==> src/rtl/nn_inference_sequencer.sv <==
// rtl/nn_inference_sequencer.sv - run controller: key press to nn_start, result latch, latency and watchdog
module nn_inference_sequencer #(
  parameter int         START_LEN      = 2,
  parameter int         TIMEOUT_CYCLES = 1000000,
  parameter int         CNT_W          = 24,
  parameter logic [3:0] BLANK_CODE     = 4'd10
) (
  input  logic             clk,
  input  logic             resetn,
  input  logic             btn_n,
  input  logic             auto_mode,
  input  logic             clear,
  output logic             nn_start,
  input  logic             nn_done,
  input  logic [3:0]       nn_argmax,
  output logic [3:0]       result,
  output logic             result_valid,
  output logic             busy,
  output logic             timeout_err,
  output logic [CNT_W-1:0] cycle_count,
  output logic [2:0]       state_dbg
);

  typedef enum logic [2:0] {
    S_IDLE  = 3'd0,
    S_START = 3'd1,
    S_RUN   = 3'd2,
    S_HOLD  = 3'd3,
    S_ERR   = 3'd4
  } state_t;

  localparam int               SW         = (START_LEN > 1) ? $clog2(START_LEN) : 1;
  localparam logic [SW-1:0]    START_LAST = SW'(START_LEN - 1);
  localparam logic [CNT_W-1:0] TO_LAST    = CNT_W'(TIMEOUT_CYCLES - 1);

  state_t           state;
  logic [SW-1:0]    start_cnt;
  logic             sync1, sync2, btn_prev;
  logic [1:0]       rdy;
  logic             done_d;
  logic             press, done_rise, enter_start;
  logic [CNT_W-1:0] cnt_next;

  // btn_prev starts "pressed" and only follows sync2 once the synchronizer holds a
  // real sample, so a key held down through reset never registers as a press.
  assign press     = btn_prev & ~sync2;
  assign done_rise = nn_done & ~done_d;
  assign cnt_next  = (cycle_count == {CNT_W{1'b1}}) ? cycle_count : cycle_count + 1'b1;

  assign enter_start = ~clear & (((state == S_IDLE) & press) |
                                 ((state == S_HOLD) & (press | auto_mode)) |
                                 ((state == S_ERR)  & press));

  assign state_dbg = state;
  assign nn_start  = (state == S_START);
  assign busy      = (state == S_START) | (state == S_RUN);

  always_ff @(posedge clk or negedge resetn) begin
    if (!resetn) begin
      state        <= S_IDLE;
      start_cnt    <= '0;
      sync1        <= 1'b1;
      sync2        <= 1'b1;
      btn_prev     <= 1'b0;
      rdy          <= 2'b00;
      done_d       <= 1'b0;
      result       <= BLANK_CODE;
      result_valid <= 1'b0;
      timeout_err  <= 1'b0;
      cycle_count  <= '0;
    end else begin
      sync1  <= btn_n;
      sync2  <= sync1;
      rdy    <= {rdy[0], 1'b1};
      done_d <= nn_done;
      if (rdy[1]) btn_prev <= sync2;

      if (clear) begin
        state        <= S_IDLE;
        start_cnt    <= '0;
        result       <= BLANK_CODE;
        result_valid <= 1'b0;
        timeout_err  <= 1'b0;
        cycle_count  <= '0;
      end else if (enter_start) begin
        state        <= S_START;
        start_cnt    <= '0;
        result_valid <= 1'b0;
        timeout_err  <= 1'b0;
        cycle_count  <= '0;
      end else begin
        case (state)
          S_START: begin
            cycle_count <= cnt_next;
            if (start_cnt == START_LAST) state <= S_RUN;
            else start_cnt <= start_cnt + 1'b1;
          end
          S_RUN: begin
            cycle_count <= cnt_next;
            // done wins over a watchdog expiry landing on the same cycle
            if (done_rise) begin
              result       <= (nn_argmax <= 4'd9) ? nn_argmax : BLANK_CODE;
              result_valid <= 1'b1;
              state        <= S_HOLD;
            end else if (cycle_count == TO_LAST) begin
              result      <= BLANK_CODE;
              timeout_err <= 1'b1;
              state       <= S_ERR;
            end
          end
          S_IDLE, S_HOLD, S_ERR: state <= state;
          default: state <= S_IDLE;
        endcase
      end
    end
  end

endmodule

==> config.mk <==
export PLATFORM = sky130hd
export DESIGN_NAME = nn_inference_sequencer
export DESIGN_NICKNAME = d
export VERILOG_FILES = /design/src/rtl/nn_inference_sequencer.sv
export SDC_FILE = /design/constraint.sdc
export NUM_CORES = 1
export LEC_CHECK = 0
export BUFFER_PORTS_ARGS = -buffer_cell sky130_fd_sc_hd__buf_2
export CORE_MARGIN = 8
export CORE_UTILIZATION = 35
export CTS_CLUSTER_SIZE = 40
export DETAILED_ROUTE_END_ITERATION = 7
export HOLD_SLACK_MARGIN = 0.06
export REMOVE_ABC_BUFFERS = 1
export SLEW_MARGIN = 40
export SYNTH_ARGS = -nofsm -noshare
export SYNTH_HDL_FRONTEND = slang
export SYNTH_SLANG_ARGS = --single-unit
export TNS_END_PERCENT = 100
==> constraint.sdc <==
create_clock -name clk -period 2.7 [get_ports clk]
set_clock_uncertainty 0.1 [all_clocks]
set_input_delay 0 -clock clk [delete_from_list [all_inputs] [get_ports clk]]
set_output_delay 0 -clock clk [all_outputs]
set_load 0.01 [all_outputs]
==> out/results.txt <==
Status -> finished clean
Final setup fails -> 0
Routed length per instance -> 14.64 um
Commonest non-fill, non-tap cells in the layout -> 43 x buf_2, 36 x dfrtp_1, 29 x nor2_1
Max clock buf depth -> 2
FFs w/ async S/R, synth -> 100.0%
# fillers -> 592
Crit path capture type -> register
Die height -> 92.97 um
Clk_lat worst skew -> 290 ps
Pleak -> 1.116 nW
Layout cells sized above 1 -> 23.36%
Achievable clock frequency -> 399.1 MHz
CTS sink cnt -> 40
1st-iter DRT viols -> 151
Die area -> 8642 um^2
Vias in the first global route -> 1819
CTS tree -> yes
# nets final -> 284
Final Util -> 44.92%
Post-synth EDFFs -> 0
Pin count of the biggest net entering global routing -> 41
Share of the yosys chip area belonging to registers -> 48.52%
Via density -> 5.244
RSZ-0062 raised after global routing -> no
Hold Path Class -> in -> reg
Post-route minimum period -> 2505 ps
Data arrival, critical path -> 2590 ps
Drt pass-1 iters -> 4
Initial Util -> 35.65%
Critical Path Start Type -> register
Primary FF master, synth -> dfrtp_1
Final period util -> 92.80%
TritonCTS buffer count -> 5
#FFs+latches synth -> 40
Cell count after synthesis -> 215
Commonest non-fill, non-tap cell in the layout -> buf_2
Row count -> 28
Final WL -> 5108 um
Distinct cells, synth -> 44
Clk Tree Root Cell -> clkbuf_8
ANT nets after route -> 0
Worst hold slack -> 92.81 ps
WS Path Type -> reg -> reg
Slew at the pin closest to its max-slew limit -> 640.4 ps
H-tree levels -> 2
Maximum vdd drop -> 184.0 uV
Die X -> 92.97 um
DP HPWL -> 3653 um
Synthesized area -> 2073 um^2
Area of the core -> 5816 um^2
Layout area overhead -> 26.01%
GRT overflow -> 0
Worst slew margin -> 56.91%
Maxcap violations -> 0
I/O Buffers -> 44
I/O pins -> 45
DRC Markers -> 0
Initial antenna violation count -> 0
Fin. max-slew vios -> 0
PD cells -> 479.1 nW/um^2
Final TNS setup -> 0 ps
Final hold viol count -> 0
First-pass GRT wire length -> 8866 um
Synth warn -> 0
Register clock-pin slew on the reported worst setup and hold paths -> 80 ps
Syn_area_per_cell -> 9.643 um^2
Via count -> 1830
CP required -> 2780 ps
Ant. Diodes -> 0
Gpl congestion -> 0.8409
Max FO, Critical Path -> 5
GRT Resource Usage Total -> 12.65%
## worst max-delay path: stages (launching register included)
cell and delay, ps:
dfrtp_1 420, ha_1 190, nand3_1 180, or3_4 410, nand4b_1 320, nand3_1 160, a21oi_1 70, dlygate4sd3_1 550
## stage by stage
step / total power (W) / setup slack [ps] / instance area [um^2] / std cells
floorplan: 0.0006762 / 154.8 / 2034 / 208
global placement: 0.0007186 / 437.4 / 2371 / 330
detailed placement: 0.0007199 / 402.6 / 2374 / 330
CTS: 0.001270 / 82.05 / 2600 / 348
global route: 0.001309 / 17.18 / 2613 / 349
finish: 0.001252 / 194.5 / 2613 / 349
## state kept, by name (all words and copies together), names as in the netlist
register      flops
cycle_count      24
result_valid      1
done_d            1
start_cnt         1
state_dbg         3
sync2             1
timeout_err       1
sync1             1
result            4
btn_prev          1
rdy               2
## cell type report
class / count / area (um^2) / share of cell area [%]
Timing Repair Buffer: 58 / 352.8 / 13.51
Inverter: 9 / 33.78 / 1.293
Sequential cell: 40 / 1006 / 38.51
Multi-Input combinational cell: 159 / 999.7 / 38.27
Clock inverter: 1 / 30.03 / 1.149
Clock buffer: 7 / 96.34 / 3.688
Tap cell: 75 / 93.84 / 3.592
## power by group
group	switching, W	internal (W)	total (W)	leakage (nW)
Sequential	0.0000120	0.000611	0.000623	0.534
Combinational	0.0000562	0.0000377	0.0000939	0.517
Clock	0.000208	0.000326	0.000534	0.0645
## kinds of logic after synthesis
| group | count (synthesis) | synth area share (%) |
|---|---|---|
| and+or+nand+nor | 96 | 24.38 |
| DFF | 40 | 48.52 |
| AOI/OAI and AO/OA | 38 | 12.01 |
| xor gates and xnor gates | 21 | 9.777 |
| buffers and inverters | 16 | 3.500 |
| muxes | 2 | 1.026 |
| adders and majority gates | 1 | 0.6034 |
| other | 1 | 0.1809 |
## path summary, 6_finish.rpt
path | start | to | slack, ps | cells after the start
max reg2reg | cycle_count[0] | result[2] | 190 | 7
max in group asynchronous | resetn | sync2 | 2030 | 2
min | nn_argmax[2] | result[0] | 90 | 4
min reg2reg | rdy[0] | rdy[1] | 250 | 0
max | cycle_count[0] | result[2] | 190 | 7
min in group asynchronous | resetn | state_dbg[0] | 110 | 2
## cells in the mapped netlist (all sizes together), types with 2 or more instances
master	n	area (um^2)
dfrtp	36	900.9
nor2	29	108.9
xnor2	19	166.4
nand2	13	48.80
nand3	12	60.06
a21oi	11	55.05
a211oi	10	75.07
inv	9	33.78
nor3	7	35.03
nor4	7	43.79
nand4	6	52.55
o21ai	5	25.02
or3	5	31.28
and3	4	25.02
clkbuf	4	15.01
dfstp	4	105.1
buf	3	23.77
nand2b	3	18.77
nor2b	2	12.51
nor3b	2	15.01
o2111ai	2	17.52
o22ai	2	12.51
or4b	2	20.02
xor2	2	36.29
## metal layers
metal / global-route usage [%] / wire length, um / vias up
met2: 20.18 / 2379 / 56
met5: 0 / 0 / -
met4: 5.235 / 86 / 0
met1: 16.34 / 2334 / 878
met3: 2.427 / 308 / 9
li1: - / - / 887
## timing repair
item                                   CTS  global route
endpoints found under the hold margin   50             0
buffers inserted                         0             1
hold buffers                            10             0
setup endpoints to repair                0             1
resized for setup                        0             1
No activity file was read; power rests on OpenSTA's default activity.
